## src/rtl/mem_port_arbiter.sv

```systemverilog
// mem_port_arbiter: shares one data-memory port between fetch (I) and load/store (D).
// Define MEM_ARB_ALIGN_CHECK_EN to flag misaligned D accesses on d_err instead of issuing them.
module mem_port_arbiter #(
   parameter int STARVE_LIMIT = 4
) (
   input  logic        clk,
   input  logic        rst_n,
   input  logic        i_req,
   input  logic [31:0] i_addr,
   output logic        i_gnt,
   output logic        i_rvalid,
   output logic [31:0] i_rdata,
   input  logic        d_req,
   input  logic        d_rw,
   input  logic [1:0]  d_size,
   input  logic [31:0] d_addr,
   input  logic [31:0] d_wdata,
   output logic        d_gnt,
   output logic        d_rvalid,
   output logic [31:0] d_rdata,
   output logic        d_err,
   output logic [31:0] mem_address,
   output logic        mem_read_write,
   output logic [1:0]  mem_access_size,
   output logic [31:0] mem_data_in,
   input  logic [31:0] mem_data_out,
   output logic [3:0]  starve_cnt
);

   localparam logic [3:0] LIMIT = 4'(STARVE_LIMIT);

   // Handshake: a requester holds req and its payload stable until it sees gnt in the
   // same cycle; the access completes and rvalid pulses exactly one cycle after gnt.
   logic [3:0]  starve_q, starve_d;
   logic        i_rvalid_q, d_rvalid_q, d_err_q;
   logic [31:0] i_rdata_q, d_rdata_q;
   logic        i_win, d_mis;

`ifdef MEM_ARB_ALIGN_CHECK_EN
   assign d_mis = ((d_size == 2'd1) && d_addr[0])
                | ((d_size == 2'd2) && (d_addr[1:0] != 2'b00))
                | (d_size == 2'd3);
`else
   assign d_mis = 1'b0;
`endif

   // I wins contention only once D has been granted over it LIMIT times in a row.
   assign i_win = i_req && (!d_req || (starve_q == LIMIT));
   assign i_gnt = rst_n && i_win;
   assign d_gnt = rst_n && d_req && !i_win;

   always_comb begin
      starve_d = 4'd0;
      if (d_gnt && i_req) begin
         starve_d = (starve_q >= LIMIT) ? LIMIT : starve_q + 4'd1;
      end
   end

   always_comb begin
      mem_address     = 32'd0;
      mem_read_write  = 1'b0;
      mem_access_size = 2'd2;
      mem_data_in     = 32'd0;
      if (d_gnt) begin
         mem_address     = d_addr;
         mem_read_write  = d_rw && !d_mis;
         mem_access_size = d_size;
         mem_data_in     = d_wdata;
      end else if (i_gnt) begin
         mem_address = i_addr;
      end
   end

   always_ff @(posedge clk or negedge rst_n) begin
      if (!rst_n) begin
         starve_q   <= 4'd0;
         i_rvalid_q <= 1'b0;
         i_rdata_q  <= 32'd0;
         d_rvalid_q <= 1'b0;
         d_rdata_q  <= 32'd0;
         d_err_q    <= 1'b0;
      end else begin
         starve_q   <= starve_d;
         i_rvalid_q <= i_gnt;
         d_rvalid_q <= d_gnt;
         d_err_q    <= d_gnt && d_mis;
         if (i_gnt) begin
            i_rdata_q <= mem_data_out;
         end
         // Stores and rejected accesses return zero data.
         if (d_gnt) begin
            d_rdata_q <= (d_rw || d_mis) ? 32'd0 : mem_data_out;
         end
      end
   end

   assign i_rvalid   = i_rvalid_q;
   assign i_rdata    = i_rdata_q;
   assign d_rvalid   = d_rvalid_q;
   assign d_rdata    = d_rdata_q;
   assign d_err      = d_err_q;
   assign starve_cnt = starve_q;

endmodule

```

## config.mk

```make
export PLATFORM = sky130hd
export DESIGN_NAME = mem_port_arbiter
export DESIGN_NICKNAME = d
export VERILOG_FILES = /design/src/rtl/mem_port_arbiter.sv
export SDC_FILE = /design/constraint.sdc
export NUM_CORES = 1
export LEC_CHECK = 0
export CORE_ASPECT_RATIO = 0.8
export CORE_MARGIN = 5
export CORE_UTILIZATION = 37
export CTS_CLUSTER_DIAMETER = 150
export DETAILED_ROUTE_END_ITERATION = 10
export HOLD_SLACK_MARGIN = 0.02
export PLACE_DENSITY_LB_ADDON = 0.12
export SETUP_SLACK_MARGIN = 0.5
export SYNTH_ARGS = -nofsm -noshare
export SYNTH_HDL_FRONTEND = slang
export SYNTH_SLANG_ARGS = --single-unit
```

## constraint.sdc

```tcl
create_clock -name clk -period 5.1 [get_ports clk]
set_clock_uncertainty 0.15 [all_clocks]
set_input_delay 1.02 -clock clk [delete_from_list [all_inputs] [get_ports clk]]
set_output_delay 1.02 -clock clk [all_outputs]
set_load 0.01 [all_outputs]
```

==> run metrics <==
nature of the critical path endpoint output port; P&R area growth vs syn 84.6%; clock latency on the worst-skew pair 0.32 ns; Tmin final ~4.4 ns; Most common cell on crit path clkdlybuf4s50_1; RSZ-0062 raised after global routing false; crit-path cells clkdlybuf4s50_1 -> nand4b_1 -> o22ai_4 -> buf_4 -> a22o_1 -> clkdlybuf4s50_1; vias in the first global route around 3,400; Ant. Diodes 0; total track usage between 20% and 30%; Post-Syn Area per Cell 13.3 um^2; outcome finished clean; Mapped Cells 270; Core Area 0.00957 mm^2; critical path launch point i_req; Final HPWL DP 10,200 um; cts hold-fix bufs 0; wire per inst 19.8 um; clock-pin slew on the worst setup and hold paths 0.05 ns; Clock Tree Buf Depth 2; postcts setup bufs 0; Worst setup SP type input pin; Die Y 98.0 um; starting density of the core 37.4%; final wirelength 13,100 um; htree depth 3; die area 0.0118 mm^2; Mapped Area around 0.0036 mm^2; Pwr Density 279 mW/mm^2; Fill cells 720; die width 120 um; slowest CP cell clkdlybuf4s50_1; Max VDD drop ~0.00025 V; DR iter-0 viols ~110; vias per std cell 4.70; cells resized by post-CTS repair 0; max-cap violations 0; yosys warns 0; routability cong. approximately 0.87; crit-path leading delay family buffers and inverters; setup tns final 0 ns; clk sink count 70; nets 676; Buf+Inv Stages, Crit Path 3; Final Hold Fails 0; Max FO, Critical Path 44; antenna violations before repair 0; fmax 0.230 GHz; grt ovf 0; Slew @ Worst Pin 0.881 ns; Root Driver clkbuf_16; Worst path max stage delay ~0.57 ns; CTS tree built; DRC errors left 0; CTS Buf Count 9; final setup violation count 0; synthesized flop and latch total 70; row cnt 32; leakage between 2 and 3 nW; CP Class in -> out; Rel. slew slack between 40 and 50%; worst reg2reg startpoint starve_cnt[0]; first-pass GRT wire length 20,000 um; largest net degree at the start of global routing 72; CP required 3.93 ns; post-synthesis sequential area ratio 48.9%; via count 3,112; antenna-violating nets left 0; layout cell share with drive strength beyond 1 between 10% and 20%; # port buffers 273; first-pass iteration count of the detailed router 4; fin. max-slew vios 0; min-delay src i_rdata[14]; Tot Pwr 1.85 mW; synth unique cells 21; Arrival @ worst endpoint about 3.2 ns; Boundary Pins 275; Final Cycle Share 85.3%; hold slack final 0.332 ns; HP Class reg -> reg
==> registers in the layout (all words and copies together) (netlist names) <==
| signal | cells |
|---|---|
| d_rvalid | 1 |
| i_rvalid | 1 |
| i_rdata | 32 |
| d_rdata | 32 |
| starve_cnt | 4 |
==> routing by layer <==
metal / GRT usage [%] / vias up / wire length [um] / part of all wire, %
li1: - / 1471 / - / -
met1: 25.9 / 1496 / 5260 / 40
met2: 38.0 / 133 / 6530 / 50
met3: 9.32 / 12 / 1250 / 9.5
met4: 5.11 / 0 / 93 / 0.71
met5: 0 / - / 0 / 0
==> area by class of cell <==
type | instances | area [um^2] | share of cell area (%)
clock inverter | 4 | 22.5 | 0.340
inverter | 3 | 11.3 | 0.170
timing repair buffer | 280 | 2780 | 42.1
tap | 119 | 149 | 2.25
clock buffer | 11 | 253 | 3.82
multi-input combinational | 175 | 1650 | 24.9
sequential | 70 | 1750 | 26.5
==> power by group <==
part | total (mW) | internal [mW] | leakage [nW] | switching (mW)
Sequential | 0.685 | 0.641 | 0.870 | 0.0447
Combinational | 0.584 | 0.380 | 1.78 | 0.204
Clock | 0.576 | 0.350 | 0.137 | 0.226
Total | 1.85 | 1.37 | 2.79 | 0.475
==> final timing paths <==
path / endpoint / slack, ns / cells past startpoint
max: mem_address[23] / 0.75 / 6
min: i_rdata[14] / 0.33 / 1
max reg2reg: d_rdata[18] / 2.62 / 6
min reg2reg: i_rdata[14] / 0.33 / 1
max in group asynchronous: d_rdata[18] / 3.43 / 2
min in group asynchronous: d_rdata[2] / 0.79 / 2
==> kinds of logic (layout without fill, tap and decap cells) <==
family	Yosys count	count (layout)	share of synthesized area, %
other cells	1	2	0.105
compound gates	34	34	8.28
flops	70	70	48.9
mux	64	64	23.5
fa+ha+maj	2	2	0.698
simple gates	73	73	12.8
buf+inv	26	298	5.80
==> cells in the mapped netlist (all sizes together) <==
cell	n	share of area, %
and2	34	5.9
nand4b	1	0.24
nor2b	32	5.6
nand2	1	0.10
o22ai	1	0.17
inv	3	0.31
conb	1	0.10
o311a	1	0.28
nand2b	1	0.17
dfrtp	70	49
a22o	32	7.8
and3	3	0.52
ha	2	0.70
clkbuf	3	0.31
buf	20	5.2
nor3b	1	0.21
mux2	64	23
==> per-stage QoR <==
stage	utilization [%]	area (um^2)	instances	setup slack, ns
3_3_place_gp	66.3	6340	647	0.804
3_5_place_dp	66.3	6340	647	0.759
5_1_grt	69.1	6620	662	0.626
6_report	69.1	6620	662	0.748
2_1_floorplan	-	3590	271	2.01
4_1_cts	69.1	6620	662	0.755
==> placed cells by master (no fill, tap or decap), types with 3 or more instances in the layout <==
master,n
buf_4,8
mux2_2,15
clkdlybuf4s50_1,272
a22o_1,32
mux2_1,17
clkbuf_16,9
inv_1,3
nor2b_1,32
dfrtp_1,70
clkinv_2,3
and2_1,34
mux2_4,32
==> worst reg2reg max path: stages (launching register included) <==
cell and delay [ns]:
dfrtp_1 0.36, inv_1 0.06, ha_1 0.19, nand4b_1 0.17, and3_4 0.67, buf_4 0.42, mux2_4 0.34
Power figures use the tool's default switching activity.
